`src/rtl/axi4s_byte_downsizer.sv`:
```
// axi4s_byte_downsizer: serialises multi-byte AXI4-Stream words into one byte per beat, dropping null lanes
module axi4s_byte_downsizer #(
    parameter int IN_BYTES = 4,
    parameter int CNTW     = 16
) (
    input  logic                  clk,
    input  logic                  reset_n,
    input  logic [IN_BYTES*8-1:0] s_tdata,
    input  logic [IN_BYTES-1:0]   s_tkeep,
    input  logic                  s_tlast,
    input  logic                  s_tvalid,
    output logic                  s_tready,
    output logic [7:0]            m_tdata,
    output logic                  m_tlast,
    output logic                  m_tvalid,
    input  logic                  m_tready,
    output logic [CNTW-1:0]       pkt_cnt,
    output logic                  err_null_last
);
    logic [IN_BYTES*8-1:0] buf_data_q, buf_data_d;
    logic [IN_BYTES-1:0]   rem_q, rem_d, rem_clr;
    logic                  buf_last_q, buf_last_d, err_q, err_d;
    logic                  single, in_hs, out_hs;
    logic [CNTW-1:0]       pkt_cnt_q, pkt_cnt_d;

    always_comb begin
        rem_clr  = rem_q & (rem_q - IN_BYTES'(1));
        single   = (rem_q != '0) && (rem_clr == '0);
        m_tvalid = |rem_q;
        m_tlast  = buf_last_q & single;
        s_tready = (rem_q == '0) | (m_tready & single);
        m_tdata  = '0;
        // Descending scan so the lowest pending lane wins.
        for (int i = IN_BYTES - 1; i >= 0; i--)
            if (rem_q[i]) m_tdata = buf_data_q[8*i +: 8];
        out_hs     = m_tvalid & m_tready;
        in_hs      = s_tvalid & s_tready;
        rem_d      = in_hs ? s_tkeep : out_hs ? rem_clr : rem_q;
        buf_data_d = in_hs ? s_tdata : buf_data_q;
        buf_last_d = in_hs ? s_tlast : buf_last_q;
        pkt_cnt_d  = pkt_cnt_q + CNTW'(out_hs & m_tlast);
        err_d      = err_q | (in_hs & s_tlast & (s_tkeep == '0));
    end

    always_ff @(posedge clk or negedge reset_n) begin
        if (!reset_n) begin
            rem_q      <= '0;
            buf_last_q <= 1'b0;
            pkt_cnt_q  <= '0;
            err_q      <= 1'b0;
        end else begin
            rem_q      <= rem_d;
            buf_last_q <= buf_last_d;
            pkt_cnt_q  <= pkt_cnt_d;
            err_q      <= err_d;
        end
    end

    always_ff @(posedge clk) buf_data_q <= buf_data_d;

    assign pkt_cnt       = pkt_cnt_q;
    assign err_null_last = err_q;
endmodule

```
`config.mk`:
```
export PLATFORM = sky130hd
export DESIGN_NAME = axi4s_byte_downsizer
export DESIGN_NICKNAME = d
export VERILOG_FILES = /design/src/rtl/axi4s_byte_downsizer.sv
export SDC_FILE = /design/constraint.sdc
export NUM_CORES = 1
export LEC_CHECK = 0
export BUFFER_PORTS_ARGS = -buffer_cell sky130_fd_sc_hd__buf_2
export CAP_MARGIN = 20
export CORE_UTILIZATION = 45
export DETAILED_ROUTE_END_ITERATION = 16
export PLACE_DENSITY = 0.76
export SLEW_MARGIN = 20
export SYNTH_ARGS = -nofsm -noshare
export SYNTH_HDL_FRONTEND = slang
export SYNTH_SLANG_ARGS = --single-unit
```
`constraint.sdc`:
```
create_clock -name clk -period 2.71 [get_ports clk]
set_input_delay 0.271 -clock clk [delete_from_list [all_inputs] [get_ports clk]]
set_output_delay 0.271 -clock clk [all_outputs]
set_load 0.02 [all_outputs]
```
== Word-level counts from Yosys, hierarchy flattened ==
Cells that the tools add are included.
Cells by class
  $add $sub $neg: 2
  mux-type cells: 6
  bitwise operators: 10
  reduce and logical (&&, ||, !) cells: 7
Operators with widths (count)
  $mux W8: 4
  $add A16 B1 Y16: 1
  $logic_not A4 Y1: 3
  $mux W4: 2
  $and A1 B1 Y1: 7
  $and A4 B4 Y4: 1
  $reduce_bool A4 Y1: 1
  $reduce_or A4 Y1: 1
  $sub A4 B1 Y4 const B: 1
  $or A1 B1 Y1: 2
  $reduce_bool A2 Y1: 1
  $logic_and A1 B1 Y1: 1
Word-level totals
  register bits: 54
  input bits: 41
  output and inout port bits: 28
  word-level logic and storage cells: 30

== Logic depth before layout (Yosys ltp) ==
Gate-level depths: netlist of the first run.
  depth after elaboration: 10
  gate-level depth with buffers: 11
  mapped depth without buffers: 10

== Least setup slack after synthesis of the first run ==
OpenSTA, ideal clock, no wires.
  kind: flip-flop to flip-flop
  from: register rem_q[2]
  to: register pkt_cnt_q[12] (netlist: pkt_cnt[12])
  library setup time: 80 ps
  arrival time: 2188 ps
  required time: 2630 ps
  path slack: 443 ps
  stages on the path, launching flop included: 12
  buffers on the path: 1
  period minus slack after synthesis: 2267 ps
  cells stage by stage: dfrtp_1 -> buf_6 -> o21ai_0 -> o21ai_0 -> o21ai_0 -> and3_1 -> ha_1 -> ha_1 -> nand3_1 -> or4_1 -> nor2_1 -> xor2_1
On the way
  word-level cells in the longest chain between the ends: 7
  elaborated cells on any way between the ends: 10
  those cells by class: add/sub: 2; bitwise: 4; reduce/logical: 4
RTL lines
  start, declared: line 21  | logic [IN_BYTES-1:0] rem_q, rem_d, rem_clr;
  start signal, assigned: line 52  | rem_q <= rem_d;
  $sub A4 B1 Y4: line 27  | rem_clr = rem_q & (rem_q - IN_BYTES'(1));
  $and A4 B4 Y4: line 27
  $logic_not A4 Y1: line 28  | single = (rem_q != '0) && (rem_clr == '0);
  $logic_and A1 B1 Y1: line 28
  $and A1 B1 Y1: line 30  | m_tlast = buf_last_q & single;
  $and A1 B1 Y1 *: line 41  | pkt_cnt_d = pkt_cnt_q + CNTW'(out_hs & m_tlast);
  $add A16 B1 Y16 *: line 41
  via pkt_cnt_d[12]: line 24  | logic [CNTW-1:0] pkt_cnt_q, pkt_cnt_d;
  end signal, assigned: line 54  | pkt_cnt_q <= pkt_cnt_d;
  end, declared: line 24
The timed path passes the listed nets; every way through them passes the cells marked *.
A chain may end at the register's enable or synchronous reset.

== Worst setup path in the final report of the first run ==
  from: register rem_q[3]
  to: register pkt_cnt_q[14] (netlist: pkt_cnt[14])
The elaborated chain is that of the path after synthesis.

==> results.ini, run 1 <==
[layout]
finalNetCount = 281
ff_latch_area_um2 = 1511
drive_above_1_share_pct = 36.82
layout_commonest_cell = buf_2
multiInputGateArea_um2 = 675.6
final_cell_mix = buf_2, edfxtp_1, dfrtp_1, nand2_1, xnor2_1
antennaDiodeCount = 0
syn_to_final_growth_pct = 25.13
fin_area_um2 = 2798
n_fill_cell = 399

[setup_path]
worstPathCellList = o21ai_0, o21ai_0, o21ai_0, and3_1, ha_1, ha_1, nand3_1, or4_1, nor2_1, xor2_1
slowest_stage = or4_1
cp_max_fo = 7
crit_path_frequent_cell = o21ai_0
slowest_delay_ns = 0.49
critPathLaunchType = flop
path_class = reg2reg
worstPathRequired_ns = 2.95
end_kind = flop
worstPathArrival_ns = 2.69

[clock_network]
cts.sinks = 54
clockBufferDepth = 2
clkSlewWorstSetupHoldPaths_ns = 0.10
cts_tree = built
insertion_delay_ns = 0.31
numCtsBuffers = 5
cts_root_buf = clkbuf_8
cts-resized-gates = 0
htreeDepth = 2

[place]
pre_cts_slack_ns = 0.2863
port_buffers = 68
dp_hpwl_mm = 2.958
postPlaceCellArea_um2 = 2671
gp_congestion = 0.7718

[timing]
setup_tns_ns = 0
finalClockSkew_ns = 0.006306
finalHoldViolations = 0
grt_setup_unrepaired = false
slew_violations = 0
min_period_over_period_pct = 90.39
slew_headroom_pct = 56.39
fin_ws_ns = 0.2604
setup_violations = 0
worst_pin_slew_ns = 0.6528
min_period_ns = 2.450
fmax_ghz = 0.4082

[pwr]
leakage_nw = 1.211
max-vdd-ir-drop_mv = 0.5361
p_per_area_nw_per_um2 = 1047

[logic_synthesis]
yosysTopAreaCell = edfxtp_1
syn-num-nets = 206
synth_edf_count = 32
synth_warnings = 0
syn_avg_cell_area_um2 = 13.72
synth.distinct_cells = 33
synth_flop_cell = edfxtp_1
synth_cells = 163
async_flop_share_pct = 40.74
synth_area_leaders = edfxtp_1, dfrtp_1, xnor2_1
netlist_area_um2 = 2236
netlist.area_leader.share_pct = 42.98
ys_seq_area_share_pct = 67.60
synth-seq-cells = 54

[worst_hold_path]
holdCritPathClass = in2reg

[floorplanning]
coreArea_um2 = 4755
fp.dieW_um = 72.49
rows = 25
start_util_pct = 47.03
die_h_um = 72.49
dieArea_um2 = 5255
pin_count = 69

[detailed_routing]
num_vias = 1545
dr.pass1.iters = 4
wl_per_cell_um = 13.20
drt_wl_total_mm = 4.039
ant_nets = 0
drt_iter0_markers = 35
via_per_inst = 5.049
drc = 0

[grt]
grt_max_degree = 26
grt_usage_pct = 16.22
gr-total-overflow = 0
antenna_found_initial = 0
grt_pass1_wl_mm = 6.354
grt_pass1_vias = 1447

[run_status]
status = complete, no violations

[job]
cap_viol_max_count = 0

-- metal layers --
layer	track usage, %	up-vias	routed length [um]
li1	-	755	-
met1	18.19	730	1741
met2	28.76	56	2006
met3	5.833	4	257
met4	5.011	0	34
met5	0	-	0
-- stage by stage --
| stage | total power, W | utilization (%) | instances | hold WS [ns] |
|---|---|---|---|---|
| finish | 0.002930 | 58.84 | 306 | 0.1343 |
| global route | 0.003092 | 58.84 | 306 | 0.1129 |
| CTS | 0.002955 | 58.84 | 306 | 0.1240 |
| detailed placement | 0.002412 | 56.18 | 297 | 0.2556 |
| global placement | 0.002394 | 56.18 | 297 | 0.2554 |
| floorplan | 0.002027 | - | 163 | -0.02459 |
-- report_power, final --
part           internal [W]  switching (W)  total, W
registers           0.00113       0.000124   0.00125
logic              0.000443       0.000694   0.00114
clock network      0.000280       0.000260  0.000540
total               0.00185        0.00108   0.00293
-- registers in the layout, summed over array words and instances (netlist names) --
register / flops
buf_data_q: 32
err_null_last: 1
buf_last_q: 1
rem_q: 4
pkt_cnt: 16
-- cell families after synthesis --
group / Yosys count / share of synthesized area, %
buffers and inverters: 11 / 2.182
AND/OR/NAND/NOR: 50 / 11.64
AO/OA/AOI/OAI: 29 / 10.47
XOR/XNOR: 15 / 5.876
flip-flops: 54 / 67.60
adder cells (fa/ha/maj): 3 / 1.567
multiplexers: 1 / 0.6713
-- Yosys cell counts (all sizes together) (2+ instances only) --
cell type / count
o31ai: 8
xnor2: 10
inv: 4
edfxtp: 32
nand4: 5
nor2b: 9
nor4: 2
xor2: 5
a22o: 3
nand2: 17
a221oi: 8
clkbuf: 6
o21ai: 5
ha: 2
nor2: 6
nand3b: 2
dfrtp: 22
nand3: 2
and3: 2
-- worst paths after layout --
check | startpoint | to | slack, ns | depth (start not counted)
worst max-delay path | rem_q[3] | pkt_cnt[14] | 0.26 | 10
worst min-delay path | s_tdata[4] | buf_data_q[4] | 0.13 | 1
min in group asynchronous | reset_n | pkt_cnt[9] | 0.45 | 2
worst max register to register | rem_q[3] | pkt_cnt[14] | 0.26 | 10
max in group asynchronous | reset_n | pkt_cnt[0] | 1.93 | 2
worst min register to register | err_null_last | err_null_last | 0.47 | 1
-- layout make-up --
cell class              instances  share of cell area, %
inverters                       4                 0.5367
repair buffers                 75                  14.13
well taps                      67                  2.996
clock inverters                 3                  1.699
flip-flops and latches         54                  54.03
clock buffers                   5                  2.460
multi-input cells              98                  24.15
-- repair_timing --
action,in CTS,in global routing
setup endpoints to repair,0,0
setup buffers,0,0
hold endpoints to repair,22,0
hold buffers,1,0
-- critical path: cells and delay by family (launching register included) --
family / cells / cell delay, ns
AO/OA/AOI/OAI: 3 / 0.46
XOR/XNOR: 1 / 0.14
adder cells (fa/ha/maj): 2 / 0.37
flip-flops: 1 / 0.46
AND/OR/NAND/NOR: 4 / 0.94
Note: power is estimated with default switching activity, not from simulation.
==> inputs of run 2 (changes only) <==
Settings changed: SETUP_SLACK_MARGIN set to 0.5.
==> run 2 against run 1 <==
Sequential power is essentially flat; core utilization up 2.5 points; critical endpoint is now pkt_cnt[12]; global-route usage rose by 1.5 points; hold slack improved by 0.0041 ns; register-to-register slack better by 0.17 ns; cell count grew 2.0%.
==> results.ini, run 2 (synthesized netlist as in run 1, its figures left out) <==
[timing]
min_period_over_period_pct = 84.27  ; -6.1 points
grt_setup_unrepaired = true
slew_headroom_pct = 55.14  ; -1.2 points
worst_pin_slew_ns = 0.6728  ; +0.01998 ns
setup_violations = 0  ; unchanged
min_period_ns = 2.284  ; -0.1658 ns
finalClockSkew_ns = 0.004462  ; -0.001844 ns
finalHoldViolations = 0  ; unchanged
fmax_ghz = 0.4379  ; +7.3%
setup_tns_ns = 0  ; unchanged
fin_ws_ns = 0.4262  ; +0.1658 ns
slew_violations = 0  ; unchanged

[place]
gp_congestion = 0.7900  ; +2.4%
port_buffers = 68  ; unchanged
pre_cts_slack_ns = 0.2354  ; -0.05088 ns
dp_hpwl_mm = 3.045  ; +2.9%

[floorplanning]
die_h_um = 72.49  ; unchanged
rows = 25  ; unchanged
start_util_pct = 47.03  ; unchanged
coreArea_um2 = 4755  ; unchanged
dieArea_um2 = 5255  ; unchanged
fp.dieW_um = 72.49  ; unchanged
pin_count = 69  ; unchanged

[setup_path]
path_class = reg2reg
end_kind = flop
crit_start = rem_q[3]
worstPathArrival_ns = 2.51  ; -0.18 ns
worstPathRequired_ns = 2.94  ; about the same
reg2reg_depth = 10  ; unchanged
cp_max_fo = 4  ; -3
r2r-end = pkt_cnt[12]
critPathCapture = pkt_cnt[12]
critPathLaunchType = flop
reg2reg_slack_ns = 0.43  ; +0.17 ns
slowest_stage = or4_4
slowest_delay_ns = 0.47  ; -0.02 ns
worstPathCellList = xor2_1, o21ai_1, o21ai_1, and3_1, ha_4, ha_4, nand3_4, or4_4, nor2_2, xor2_1
r2r-start = rem_q[3]

[pwr]
max-vdd-ir-drop_mv = 0.5580  ; +4.1%
leakage_nw = 1.238  ; +2.2%
fin_total_pwr_w = 0.003068  ; +4.7%
p_per_area_nw_per_um2 = 1052  ; +0.50%

[clock_network]
clkSlewWorstSetupHoldPaths_ns = 0.09  ; about the same
numCtsBuffers = 5  ; unchanged
htreeDepth = 2  ; unchanged
insertion_delay_ns = 0.30  ; about the same
clockBufferDepth = 2  ; unchanged
cts_tree = built
cts_root_buf = clkbuf_8
cts.sinks = 54  ; unchanged

[layout]
layout_commonest_cell = buf_2
finalNetCount = 287  ; +2.1%
drive_above_1_share_pct = 44.08  ; +7.3 points
syn_to_final_growth_pct = 30.39
largest_register_ffs = 32  ; unchanged
antennaDiodeCount = 0  ; unchanged
n_fill_cell = 392  ; -1.8%
final_cell_mix = buf_2, edfxtp_1, dfrtp_1, nand2_1, buf_4
top_register = buf_data_q

[grt]
grt_max_degree = 23  ; -12%
grt_pass1_vias = 1532  ; +5.9%
antenna_found_initial = 0  ; unchanged
gr-total-overflow = 0  ; unchanged
grt_pass1_wl_mm = 6.893  ; +8.5%
grt_usage_pct = 17.73  ; +1.5 points

[detailed_routing]
dr.pass1.iters = 4  ; unchanged
wl_per_cell_um = 14.07  ; +6.6%
ant_nets = 0  ; unchanged
num_vias = 1587  ; +2.7%
via_per_inst = 5.087  ; +0.74%
drt_iter0_markers = 65  ; +86%
drt_wl_total_mm = 4.389  ; +8.7%
drc = 0  ; unchanged

[job]
cap_viol_max_count = 0  ; unchanged

[run_status]
status = complete, no violations

[worst_hold_path]
holdCritPathClass = in2reg

==> run 2: routing by layer <==
layer | GRT usage [%] | share of wire, % | vias to the layer above
li1 | - | - | 770
met1 | 21.46 | 40 | 740
met2 | 31.05 | 52 | 71
met3 | 4.583 | 6.4 | 6
met4 | 5.447 | 0.98 | 0
met5 | 0 | 0 | -
==> run 2: per-stage QoR <==
step           utilization [%]  hold slack, ns  cell area [um^2]  std cells
4_1_cts                  60.11          0.1310              2858        309
3_3_place_gp             56.42          0.2571              2683        297
5_1_grt                  61.32          0.1230              2915        312
6_report                 61.32          0.1385              2915        312
3_5_place_dp             56.42          0.2686              2683        297
2_1_floorplan                -        -0.02459              2247        163
==> run 2: final cells by class <==
type | count | area (um^2) | area share, %
clock inverters | 3 | 43.79 | 1.502
multi-input cells | 99 | 754.5 | 25.88
repair buffers | 80 | 432.9 | 14.85
well taps | 67 | 83.83 | 2.876
inverters | 4 | 15.01 | 0.5150
clock buffers | 5 | 68.82 | 2.361
flip-flops and latches | 54 | 1516 | 52.02
==> run 2: power breakdown <==
part,total (W),leakage (nW),switching (W),internal [W]
Sequential,0.00128,0.581,0.000149,0.00113
Combinational,0.00125,0.598,0.000732,0.000519
Clock,0.000533,0.0585,0.000256,0.000277
Total,0.00307,1.24,0.00114,0.00193
==> run 2: timing repair <==
action	CTS	global route
setup endpoints to repair	19	9
hold endpoints to repair	22	0
hold buffers	1	0
pin swaps	2	2
buffers inserted	2	3
gates cloned	1	0
resized for setup	9	8
==> run 2: worst min path at each step <==
| stage | endpoint | cells after the start | slack (ns) | start |
|---|---|---|---|---|
| 6_report | buf_data_q[20] | 1 | 0.14 | s_tdata[20] |
| 3_5_place_dp | pkt_cnt[9] | 1 | 0.27 | reset_n |
| 2_1_floorplan | buf_last_q | 0 | -0.02 | reset_n |
| 3_3_place_gp | pkt_cnt[10] | 1 | 0.26 | reset_n |
| 4_1_cts | buf_data_q[10] | 1 | 0.13 | s_tdata[10] |
| 5_1_grt | buf_data_q[28] | 1 | 0.12 | s_tdata[28] |
==> run 2: critical path, delay by kind of cell (launching register included) <==
family	cells	cell delay (ns)
AND/OR/NAND/NOR	4	0.89
AO/OA/AOI/OAI	2	0.25
flip-flops	1	0.45
adder cells (fa/ha/maj)	2	0.30
XOR/XNOR	2	0.33
==> inputs of run 3 (changes only) <==
Clock period 2.71 ns to 2.3 ns, I/O delays scaled along.
==> run 3 against run 2 <==
Hold slack worse by 0.044 ns; register-to-register slack worse by 0.32 ns; sequential power up 18%; critical path depth unchanged; critical path type unchanged; global-route usage up 2.6 points; largest power group is now combinational logic; power up 36%; cell area up 12%; fmax up 4.0%; sequential share of layout area down 5.8 points.
==> results.ini, run 3 (synthesized netlist as in run 1, its figures left out) <==
[run_status]
status = complete, no violations

[worst_hold_path]
holdCritStartpoint = s_tdata[12]
holdCritPathClass = in2reg

[layout]
fin_area_um2 = 3273  ; +12%
top_register = buf_data_q
largest_register_ffs = 32  ; unchanged
finalNonFillerCells = 332  ; +6.4%
drive_above_1_share_pct = 49.81  ; +5.7 points
finalNetCount = 307  ; +7.0%
syn_to_final_growth_pct = 46.39
final_cell_mix = buf_2, edfxtp_1, dfrtp_1, buf_4, nand2_1
antennaDiodeCount = 0  ; unchanged
layout_commonest_cell = buf_2

[timing]
finalClockSkew_ns = 0.008394  ; +0.003932 ns
slew_headroom_pct = 66.29  ; +11 points
fmax_ghz = 0.4556  ; +4.0%
min_period_over_period_pct = 95.43  ; +11 points
finalHoldViolations = 0  ; unchanged
grt_setup_unrepaired = true
slew_violations = 0  ; unchanged
worst_pin_slew_ns = 0.5057  ; -0.1672 ns
min_period_ns = 2.195  ; -0.08888 ns
setup_violations = 0  ; unchanged
finalHoldWorstSlack_ns = 0.09448  ; -0.04398 ns

[setup_path]
critPathLaunchType = flop
path_class = reg2reg
worstPathRequired_ns = 2.54  ; -0.40 ns
worstPathArrival_ns = 2.43  ; -0.08 ns
cp_max_fo = 4  ; unchanged
r2r-start = rem_q[3]
end_kind = flop
crit_start = rem_q[3]

[grt]
grt_max_degree = 23  ; unchanged
gr-total-overflow = 0  ; unchanged
grt_pass1_wl_mm = 7.803  ; +13%
grt_pass1_vias = 1727  ; +13%
grt_usage_pct = 20.37  ; +2.6 points
antenna_found_initial = 0  ; unchanged

[clock_network]
cts_tree = built
cts.sinks = 54  ; unchanged
cts_root_buf = clkbuf_8
clkSlewWorstSetupHoldPaths_ns = 0.09  ; about the same
numCtsBuffers = 5  ; unchanged
insertion_delay_ns = 0.31  ; about the same
clockBufferDepth = 2  ; unchanged
htreeDepth = 2  ; unchanged

[pwr]
max-vdd-ir-drop_mv = 0.6979  ; +25%
clock_power_share_pct = 11.8  ; -5.6 points
p_per_area_nw_per_um2 = 1272  ; +21%
sw_frac_of_total_pct = 36.64  ; -0.43 points
power.internal_w = 0.002637  ; +37%
power_frac_comb_pct = 52.0  ; +11 points
switching_power_w = 0.001525  ; +34%
seqPwrFrac_pct = 36.2  ; -5.6 points
leakage_nw = 1.433  ; +16%

[place]
placedCellCount = 301  ; +1.3%
gp_congestion = 0.7574  ; -4.1%
port_buffers = 68  ; unchanged
postPlaceCellArea_um2 = 2740  ; +2.1%
dp_hpwl_mm = 3.278  ; +7.6%

[detailed_routing]
drt_wl_total_mm = 5.376  ; +22%
route.met3.wl_um = 262  ; -6.1%
ant_nets = 0  ; unchanged
wl_met1_mm = 2.106  ; +19%
num_vias = 1704  ; +7.4%
dr.pass1.iters = 4  ; unchanged
drt_iter0_markers = 51  ; -22%
drc = 0  ; unchanged
routed-wl-met2_mm = 2.809  ; +23%
top_layer = met4
via_per_inst = 5.133  ; +0.90%
wl_per_cell_um = 16.19  ; +15%

[floorplanning]
rows = 25  ; unchanged
pin_count = 69  ; unchanged
dieArea_um2 = 5255  ; unchanged
start_util_pct = 47.03  ; unchanged
die_h_um = 72.49  ; unchanged
fp.dieW_um = 72.49  ; unchanged
coreArea_um2 = 4755  ; unchanged

[job]
cap_viol_max_count = 0  ; unchanged

[run 3: cell types whose count changed in the layout (fill, tap and decap cells not counted), moves of 2 or more]
cell / delta
a221oi_1: -3
buf_6: +8
buf_12: +5
buf_2: -3
dfrtp_1: +4
dfrtp_2: -4
a221oi_2: +3
buf_16: +2
nor2_1: -3
buf_4: +7
nor2_2: +2
[run 3: power by group through the flow]
stage / combinational (W) / sequential (W) / clock, W
2_1_floorplan: 0.000893 / 0.00152 / 0
3_3_place_gp: 0.00141 / 0.00147 / 0
3_5_place_dp: 0.00144 / 0.00149 / 0
4_1_cts: 0.00191 / 0.00148 / 0.000494
5_1_grt: 0.00230 / 0.00153 / 0.000530
6_report: 0.00216 / 0.00151 / 0.000492
[run 3: area by class of cell]
cell class / instances / area [um^2]
timing repair buffer: 101 / 755.7
sequential: 54 / 1511
clock buffer: 6 / 72.57
fill: 330 / 1481
multi-input combinational: 98 / 825.8
clock inverter: 2 / 8.758
tap: 67 / 83.83
inverter: 4 / 15.01
[run 3: repair_timing]
action,in CTS,in global routing
setup buffers,11,8
gates cloned,2,1
gates resized for setup,24,17
pin swaps,11,15
setup endpoints to repair,58,62
hold buffers,1,0
endpoints found under the hold margin,22,0
[run 3: through the flow]
| step | power, W | utilization [%] | TNS, ns | setup WS (ns) |
|---|---|---|---|---|
| final | 0.004162 | 68.84 | 0 | 0.1051 |
| after global routing | 0.004359 | 68.84 | -0.05501 | -0.04152 |
| after CTS | 0.003882 | 65.29 | 0 | 0.1042 |
| after detailed placement | 0.002933 | 57.63 | 0 | 0.05825 |
| after global placement | 0.002884 | 57.63 | 0 | 0.1588 |
| after floorplan | 0.002417 | - | 0 | 0.1653 |
[run 3: routing by layer]
| metal | GRT usage (%) | up-vias |
|---|---|---|
| met1 | 22.54 | 811 |
| met5 | 0 | - |
| met2 | 34.48 | 68 |
| met4 | 12.64 | 0 |
| li1 | - | 807 |
| met3 | 5.972 | 18 |
[run 3: final timing paths]
path / to / slack, ns / cells after the start
max reg2reg: pkt_cnt[14] / 0.11 / 10
min reg2reg: err_null_last / 0.48 / 1
min in group asynchronous: pkt_cnt[14] / 0.41 / 2
min: buf_data_q[12] / 0.09 / 1
max: pkt_cnt[14] / 0.11 / 10
max in group asynchronous: rem_q[3] / 1.54 / 2
[run 3: critical path, stage by stage (launching register included)]
cell and delay [ns]:
dfrtp_1 0.44, xor2_1 0.17, o21ai_1 0.10, o21ai_2 0.14, and3_4 0.20, ha_4 0.14, ha_4 0.15, nand3_4 0.08
or4_4 0.46, nor2_2 0.11, xor2_1 0.14
